## src/rtl/pci_bus_arbiter_if.sv

```systemverilog
// Arbitration bundle: per-master requests/grants plus the observed FRAME#/IRDY# pair.
// The master modport is the bus side that drives requests; the slave modport is the arbiter.
interface pci_bus_arbiter_if #(
    parameter int N_MASTERS = 4
);
    localparam int OW = (N_MASTERS > 1) ? $clog2(N_MASTERS) : 1;

    logic [N_MASTERS-1:0] NREQ;
    logic                 NFRAME;
    logic                 NIRED;
    logic [N_MASTERS-1:0] NGNT;
    logic [OW-1:0]        owner;
    logic                 bus_idle;

    modport master (
        output NREQ, NFRAME, NIRED,
        input  NGNT, owner, bus_idle
    );

    modport slave (
        input  NREQ, NFRAME, NIRED,
        output NGNT, owner, bus_idle
    );
endinterface

```

## src/rtl/pci_bus_arbiter.sv

```systemverilog
// Round-robin PCI bus arbiter with hidden arbitration, bus parking and an idle-grant timeout.
// FRAME#/IRDY# are only observed; the arbiter never drives the bus itself.
module pci_bus_arbiter #(
    parameter int N_MASTERS   = 4,
    parameter int PARK_MASTER = 0,
    parameter int TIMEOUT     = 16
) (
    input  logic             clk,
    input  logic             reset,
    pci_bus_arbiter_if.slave bus
);
    localparam int OW = (N_MASTERS > 1) ? $clog2(N_MASTERS) : 1;
    localparam int CW = $clog2(TIMEOUT + 1);
    localparam logic [OW-1:0] PARK_IDX = OW'(PARK_MASTER);
    localparam logic [CW-1:0] CNT_MAX  = CW'(TIMEOUT - 1);

    typedef enum logic [1:0] {IDLE, PARK, GRANT, BUSY} state_t;

    state_t               state, state_nx;
    logic [OW-1:0]        owner, owner_nx, rr, rr_nx, winner;
    logic [CW-1:0]        cnt, cnt_nx;
    logic                 bus_idle, any_req, others_req;
    logic [N_MASTERS-1:0] req, others, ngnt, ngnt_nx;
    int unsigned          idx;

    assign req = ~bus.NREQ;

    always_comb begin
        others        = req;
        others[owner] = 1'b0;
        others_req    = |others;
    end

    // Rotating search starting just after the last grantee.
    always_comb begin
        any_req = 1'b0;
        winner  = rr;
        idx     = 0;
        for (int unsigned k = 1; k <= N_MASTERS; k++) begin
            idx = (32'(rr) + k) % N_MASTERS;
            if (!any_req && req[idx[OW-1:0]]) begin
                any_req = 1'b1;
                winner  = idx[OW-1:0];
            end
        end
    end

    always_comb begin
        state_nx = state;
        owner_nx = owner;
        rr_nx    = rr;
        cnt_nx   = cnt;
        unique case (state)
            IDLE: begin
                if (any_req) begin
                    state_nx = GRANT;
                    owner_nx = winner;
                    rr_nx    = winner;
                    cnt_nx   = '0;
                end else begin
                    state_nx = PARK;
                    owner_nx = PARK_IDX;
                end
            end
            PARK: begin
                if (req[PARK_IDX]) begin
                    state_nx = GRANT;
                    owner_nx = PARK_IDX;
                    rr_nx    = PARK_IDX;
                    cnt_nx   = '0;
                end else if (|req) begin
                    state_nx = IDLE;
                end
            end
            GRANT: begin
                if (!bus.NFRAME) begin
                    state_nx = BUSY;
                end else if (!req[owner]) begin
                    state_nx = IDLE;
                end else if (cnt == CNT_MAX && others_req) begin
                    state_nx = IDLE;
                end else if (bus_idle && cnt != CNT_MAX) begin
                    cnt_nx = cnt + 1'b1;
                end
            end
            BUSY: begin
                // Grant is withdrawn early; the owner completes its transfer on its own.
                if (others_req || !req[owner]) begin
                    state_nx = IDLE;
                end
            end
            default: state_nx = IDLE;
        endcase
    end

    always_comb begin
        ngnt_nx = '1;
        if (state_nx != IDLE) begin
            ngnt_nx[owner_nx] = 1'b0;
        end
    end

    always_ff @(posedge clk or negedge reset) begin
        if (!reset) begin
            state    <= IDLE;
            owner    <= PARK_IDX;
            rr       <= PARK_IDX;
            cnt      <= '0;
            bus_idle <= 1'b1;
            ngnt     <= '1;
        end else begin
            state    <= state_nx;
            owner    <= owner_nx;
            rr       <= rr_nx;
            cnt      <= cnt_nx;
            bus_idle <= bus.NFRAME & bus.NIRED;
            ngnt     <= ngnt_nx;
        end
    end

    assign bus.NGNT     = ngnt;
    assign bus.owner    = owner;
    assign bus.bus_idle = bus_idle;
endmodule
```

## src/flat_wrapper.sv

```systemverilog
// flat-port wrapper written by rule: the top's interface ports become plain ports
module pci_bus_arbiter_flat 
#(
    parameter int N_MASTERS   = 4,
    parameter int PARK_MASTER = 0,
    parameter int TIMEOUT     = 16
)
  (clk, reset, bus_NREQ, bus_NFRAME, bus_NIRED, bus_NGNT, bus_owner, bus_bus_idle);
  pci_bus_arbiter_if #(.N_MASTERS(N_MASTERS)) bus_i ();
  input  logic clk;
  input  logic reset;
  input wire logic [$bits(bus_i.NREQ)-1:0] bus_NREQ;
  input wire logic [$bits(bus_i.NFRAME)-1:0] bus_NFRAME;
  input wire logic [$bits(bus_i.NIRED)-1:0] bus_NIRED;
  output wire logic [$bits(bus_i.NGNT)-1:0] bus_NGNT;
  output wire logic [$bits(bus_i.owner)-1:0] bus_owner;
  output wire logic [$bits(bus_i.bus_idle)-1:0] bus_bus_idle;
  assign bus_i.NREQ = bus_NREQ;
  assign bus_i.NFRAME = bus_NFRAME;
  assign bus_i.NIRED = bus_NIRED;
  assign bus_NGNT = bus_i.NGNT;
  assign bus_owner = bus_i.owner;
  assign bus_bus_idle = bus_i.bus_idle;
  pci_bus_arbiter #(.N_MASTERS(N_MASTERS), .PARK_MASTER(PARK_MASTER), .TIMEOUT(TIMEOUT)) u_core (.clk(clk), .reset(reset), .bus(bus_i));
endmodule
```

## config.mk

```make
export PLATFORM = sky130hd
export DESIGN_NAME = pci_bus_arbiter_flat
export DESIGN_NICKNAME = d
export VERILOG_FILES = /design/src/rtl/pci_bus_arbiter_if.sv /design/src/rtl/pci_bus_arbiter.sv /design/src/flat_wrapper.sv
export SDC_FILE = /design/constraint.sdc
export NUM_CORES = 1
export LEC_CHECK = 0
export ABC_AREA = 1
export CAP_MARGIN = 20
export CORE_UTILIZATION = 35
export DETAILED_ROUTE_END_ITERATION = 10
export GPL_TIMING_DRIVEN = 0
export PLACE_DENSITY = 0.63
export SYNTH_ARGS = -nofsm -noshare
export SYNTH_HDL_FRONTEND = slang
export SYNTH_SLANG_ARGS = --single-unit
```

## constraint.sdc

```tcl
create_clock -name clk -period 2.1 [get_ports clk]
set_clock_uncertainty 0.2 [all_clocks]
set_input_delay 0.42 -clock clk [delete_from_list [all_inputs] [get_ports clk]]
set_output_delay 0.42 -clock clk [all_outputs]
set_load 0.01 [all_outputs]
```

Yosys cells after proc, flatten, opt, wreduce, memory -nomap -nowiden

Index checks and enable logic that the tools add are counted.

Reduce and logical (&&, ||, !) cells: 20
Muxes and demuxes: 44
$add $sub $neg: 5
$lt $le $gt $ge: 8
Equality and inequality tests: 11
Bitwise gates (word level): 5

Operator list:

| kind                  | number |
|---|---|
| $mux W2               | 15 |
| $mux W5               | 6 |
| $lt A2 B3 Y1 const B  | 6 |
| $pmux W5 S3           | 1 |
| $not A4 Y4            | 3 |
| $mux W1               | 11 |
| $bmux W1 S2           | 5 |
| $ne A2 B1 Y1 const B  | 4 |
| $pmux W2 S2           | 2 |
| $pmux W2 S4           | 1 |
| $reduce_or A4 Y1      | 2 |
| $logic_and A1 B1 Y1   | 7 |
| $reduce_and A7 Y1     | 1 |
| $add A5 B1 Y5 const B | 1 |
| $eq A5 B4 Y1 const B  | 1 |
| $ne A5 B4 Y1 const B  | 1 |
| $add A2 B1 Y2 const B | 2 |
| $add A2 B2 Y2 const B | 2 |
| $and A4 B4 Y4         | 1 |
| $demux W1 S2          | 2 |
| $eq A2 B2 Y1 const B  | 2 |
| $ge A2 B1 Y1 const B  | 2 |
| $logic_not A1 Y1      | 4 |
| $mux W4               | 1 |
| 8 further kinds       | 10 |

Output and inout port bits: 7
Register bits: 16
Bits of input ports: 8

Logic depth before layout (Yosys ltp)

Word-level depth: 21
Gate-level depth with buffers: 14
Depth with buffers taken out: 14

Worst setup path after synthesis

OpenSTA, ideal clock, no wires.

Kind: reg-to-reg
Start: register u_core.cnt[0]
End: register u_core.cnt[0]
Required time: 1.773 ns
Data arrival time: 1.595 ns
Stages on the path, launching flop included: 13
Clock period less this slack: 1.922 ns
Slack: 0.178 ns
Setup time: 0.127 ns
Cell sequence: dfrtp_1 ha_1 nand2_1 nor2_1 ha_1 nor2_1 a31oi_1 nor2_1 inv_1 nor2_4 inv_1 nand2_1 o21ai_0

Cells in the longest elaborated chain, start to end: 6
Elaborated cells on any way between the ends: 13
Those cells by class: add/sub (1); eq/ne (4); mux (5); reduce/logical (3)

Ends and longest elaborated chain:

| what                   | RTL line               | source |
|---|---|---|
| start, declared        | pci_bus_arbiter.sv:21  | `logic [CW-1:0] cnt, cnt_nx;` |
| start signal, assigned | pci_bus_arbiter.sv:115 | `cnt <= cnt_nx;` |
| $add A5 B1 Y5          | pci_bus_arbiter.sv:83  | `cnt_nx = cnt + 1'b1;` |
| $mux W5                | pci_bus_arbiter.sv:82  | `end else if (bus_idle && cnt != CNT_MAX) begin` |
| $mux W5                | pci_bus_arbiter.sv:80  | `end else if (cnt == CNT_MAX && others_req) begin` |
| $mux W5                | pci_bus_arbiter.sv:78  | `end else if (!req[owner]) begin` |
| $mux W5                | pci_bus_arbiter.sv:76  | `if (!bus.NFRAME) begin` |
| $pmux W5 S3            | pci_bus_arbiter.sv:53  | `unique case (state)` |

Several ways; a longest one is shown, not always the timed one. The select of a mux whose other input is x is not followed.
A chain may end at the register's enable or synchronous reset.

Worst setup path after layout

Start: register u_core.owner[1], in the netlist u_core.bus.owner[1]
End: output port bus_owner[1]

RTL lines:

| what                   | RTL line               | source |
|---|---|---|
| start, declared        | pci_bus_arbiter.sv:20  | `logic [OW-1:0] owner, owner_nx, rr, rr_nx, winner;` |
| start signal, assigned | pci_bus_arbiter.sv:113 | `owner <= owner_nx;` |
| end, declared          | flat_wrapper.sv:16     | `output wire logic [$bits(bus_i.owner)-1:0] bus_owner;` |

No word-level cell between the ends.

==> metrics.md <==
| Metric | Value |
|---|---|
| Status | `complete, no violations` |
| Crit start category | `flop` |
| Synth Flop Type | `dfrtp_1` |
| Commonest cells post-synth | `nand2_1, inv_1, nor2_1` |
| Leading area contributor after synthesis | `dfrtp_1` |
| Worst vdd ir | `0.517 mV` |
| Slew Viols, Final | `0` |
| DR pass1 iterations | `4` |
| Syn_area_per_cell | `6.86 sq um` |
| Post-synthesis async set-or-reset flop share | `100%` |
| Number of nets in the layout | `204` |
| Final min period | `2.02 ns` |
| Max cap viols | `0` |
| Lkg Pwr | `0.000730 uW` |
| Crit path DAT | `1.40 ns` |
| Ys Warns | `0` |
| CORE AREA | `3130 sq um` |
| Layout filler cell count | `334` |
| Number of global-route vias before repair | `1013` |
| GRT Residual Overflow | `0` |
| Final core occ | `46.4%` |
| First-pass GRT wire length | `4.38 mm` |
| Crit Path Category | `reg2out` |
| Worst reg2reg startpoint | `u_core.cnt[1]$_DFFE_PN0P_` |
| Final wirelength | `2.63 mm` |
| Critical Path RT | `1.48 ns` |
| Crit-path slowest cell | `clkdlybuf4s50_1` |
| CTS Buf Count | `3` |
| Switch share | `49.7%` |
| Slew margin rel. | `53.6%` |
| Via count | `1125` |
| Avg WL per Cell | `11.1 um` |
| Area of the multi-input gates | `677 sq um` |
| Diodes inserted | `0` |
| Placer Congestion | `0.848` |
| Synth area leaders | `dfrtp_1, nand2_1, dfstp_2, inv_1, nand3_1` |
| Netlist Area Pre-Place | `1170 sq um` |
| Share of cells above drive strength 1 | `25.9%` |
| Register area share after synthesis | `34.6%` |
| CTS root buf | `clkbuf_4` |
| DRT iter0 DRCs | `55` |
| Period utilization | `96.4%` |
| Leading cell type by number of instances after synthesis | `nand2_1` |
| Syn nets | `181` |
| Clock power frac | `10.0%` |
| Final hold viol count | `0` |
| Vias per Instance | `4.75` |
| I/O Pins | `15` |
| Sequential power share | `27.5%` |
| CTS tree | `yes` |
| Mapped Cells | `171` |
| Initial Util | `37.5%` |
| Worst slew pin tran | `0.693 ns` |
| Die area | `3590 sq um` |
| Register Area | `407 sq um` |
| Area growth, synth to finish | `23.6%` |
| CP Buf/Inv Count | `1` |
| Port Buffers | `14` |
| Stages on the worst setup path | `1` |
| Residual DRC | `0` |
| Critical Path Start | `u_core.bus.owner[1]$_DFF_PN0_` |
| Largest net degree at the start of global routing | `17` |
| Register bit total from synthesis | `16` |
| Clock Sinks | `16` |
| Flop2flop setup slack | `0.11 ns` |
| Chip Height | `59.9 um` |
| Crit Path Max Fanout | `8` |
| Clock Pin Slew Worst Setup and Hold Paths | `0.10 ns` |
| # setup viols final | `0` |
| Power Internal | `1060 uW` |
| F_max | `494 MHz` |
| Crit end category | `output port` |
| Max Root-Sink Buffers | `2` |
| Power density cells | `1450 nW/um^2` |
| HP Class | `reg2reg` |
| Initial antenna violation count | `0` |
| Die Width | `59.9 um` |
| Final ANT Viol Nets | `0` |
| Cell row count | `20` |
| Top cell type's share of synthesized area | `23.5%` |
| H-tree Lvls | `1` |
| Clk Latency, worst-skew pair | `0.30 ns` |
| Combinational share of power | `62.5%` |
| R2R depth | `12` |
| RR Endpoint | `u_core.cnt[0]$_DFFE_PN0P_` |
| Number of flops mapped to enable cells by yosys | `0` |
| Delay-heaviest family, CP | `buffers and inverters` |
| CP max stage delay | `0.60 ns` |
| Hpwl dp | `1.96 mm` |
| Distinct cells, synth | `23` |
| NetSw | `1050 uW` |
| CP cell instances | `clkdlybuf4s50_1` |
| Critical path endpoint | `bus_owner[1]` |
| Total GRT Usage | `16.1%` |
| Tot Pwr | `2110 uW` |
==> power groups by stage <==
stage / sequential, uW / clock (uW) / combinational (uW)
CTS: 577 / 220 / 1280
finish: 580 / 211 / 1320
floorplan: 580 / 0 / 936
global route: 599 / 230 / 1470
global placement: 581 / 0 / 1220
detailed placement: 587 / 0 / 1250
==> area by class of cell <==
class | count | share of cell area (%)
plain buffers | 1 | 0.777
flip-flops and latches | 16 | 28.0
well taps | 44 | 3.80
inverters | 25 | 6.47
clock buffers | 4 | 2.50
repair buffers | 18 | 11.7
multi-input cells | 129 | 46.7
==> sequential cells by signal, indices dropped and copies added, names as in the netlist <==
name and cells:
u_core.cnt 5, u_core.bus.NGNT 4, u_core.bus.bus_idle 1, u_core.rr 2, u_core.bus.owner 2, u_core.state 2
==> metrics by stage <==
stage | cell area [sq um] | std cells | TNS [ns] | setup slack (ns) | hold slack [ns]
6_report | 1450 | 237 | 0 | 0.0760 | 0.323
5_1_grt | 1450 | 237 | -0.0143 | -0.00858 | 0.364
4_1_cts | 1420 | 235 | 0 | 0.0108 | 0.320
3_5_place_dp | 1370 | 229 | -1.53 | -0.189 | 0.297
3_3_place_gp | 1370 | 229 | -1.34 | -0.171 | 0.284
2_1_floorplan | 1170 | 171 | 0 | 0.178 | -0.0756
==> timing repair <==
action / CTS / global route
hold buffers: 0 / 0
endpoints found under the setup margin: 3 / 7
resized for setup: 0 / 8
buffers inserted: 2 / 2
pin swaps: 1 / 6
==> how the worst min path moves through the flow <==
stage                              start                            end  slack (ns)  cells after the start
4_1_cts        u_core.cnt[1]$_DFFE_PN0P_      u_core.cnt[1]$_DFFE_PN0P_        0.32                      2
2_1_floorplan                      reset  u_core.bus.owner[0]$_DFF_PN0_       -0.08                      0
5_1_grt        u_core.cnt[1]$_DFFE_PN0P_      u_core.cnt[1]$_DFFE_PN0P_        0.36                      2
3_5_place_dp   u_core.cnt[1]$_DFFE_PN0P_      u_core.cnt[1]$_DFFE_PN0P_        0.30                      2
3_3_place_gp   u_core.cnt[1]$_DFFE_PN0P_      u_core.cnt[1]$_DFFE_PN0P_        0.28                      2
6_report       u_core.cnt[1]$_DFFE_PN0P_      u_core.cnt[1]$_DFFE_PN0P_        0.32                      2
==> cells in the final DEF, fill, tap and decap left out, types with 4 or more instances in the layout <==
cell / count
buf_4: 4
clkdlybuf4s50_1: 14
dfrtp_1: 11
dfstp_2: 5
inv_1: 17
inv_2: 8
nand2_1: 53
nand2_2: 11
nand2_4: 5
nand3_1: 13
nand4_1: 6
nor2_1: 13
nor2_2: 4
o21ai_0: 8
==> per-layer routing <==
layer	share of wire (%)	wire [um]	global-route usage, %	vias to the layer above
met2	49	1300	28.3	29
met5	0	0	0	-
met4	0.49	13	2.99	0
li1	-	-	-	585
met1	46	1200	20.0	509
met3	4.5	119	3.90	2
==> kinds of logic (layout without fill, tap and decap cells) <==
logic type | Yosys count | count (layout) | share of synthesized area [%]
and+or+nand+nor | 112 | 112 | 47.3
buffers and inverters | 26 | 48 | 8.96
DFF | 16 | 16 | 34.6
AOI/OAI and AO/OA | 14 | 14 | 6.18
adders and majority gates | 2 | 2 | 2.13
xor gates and xnor gates | 1 | 1 | 0.746
No activity file was read; power rests on OpenSTA's default activity.
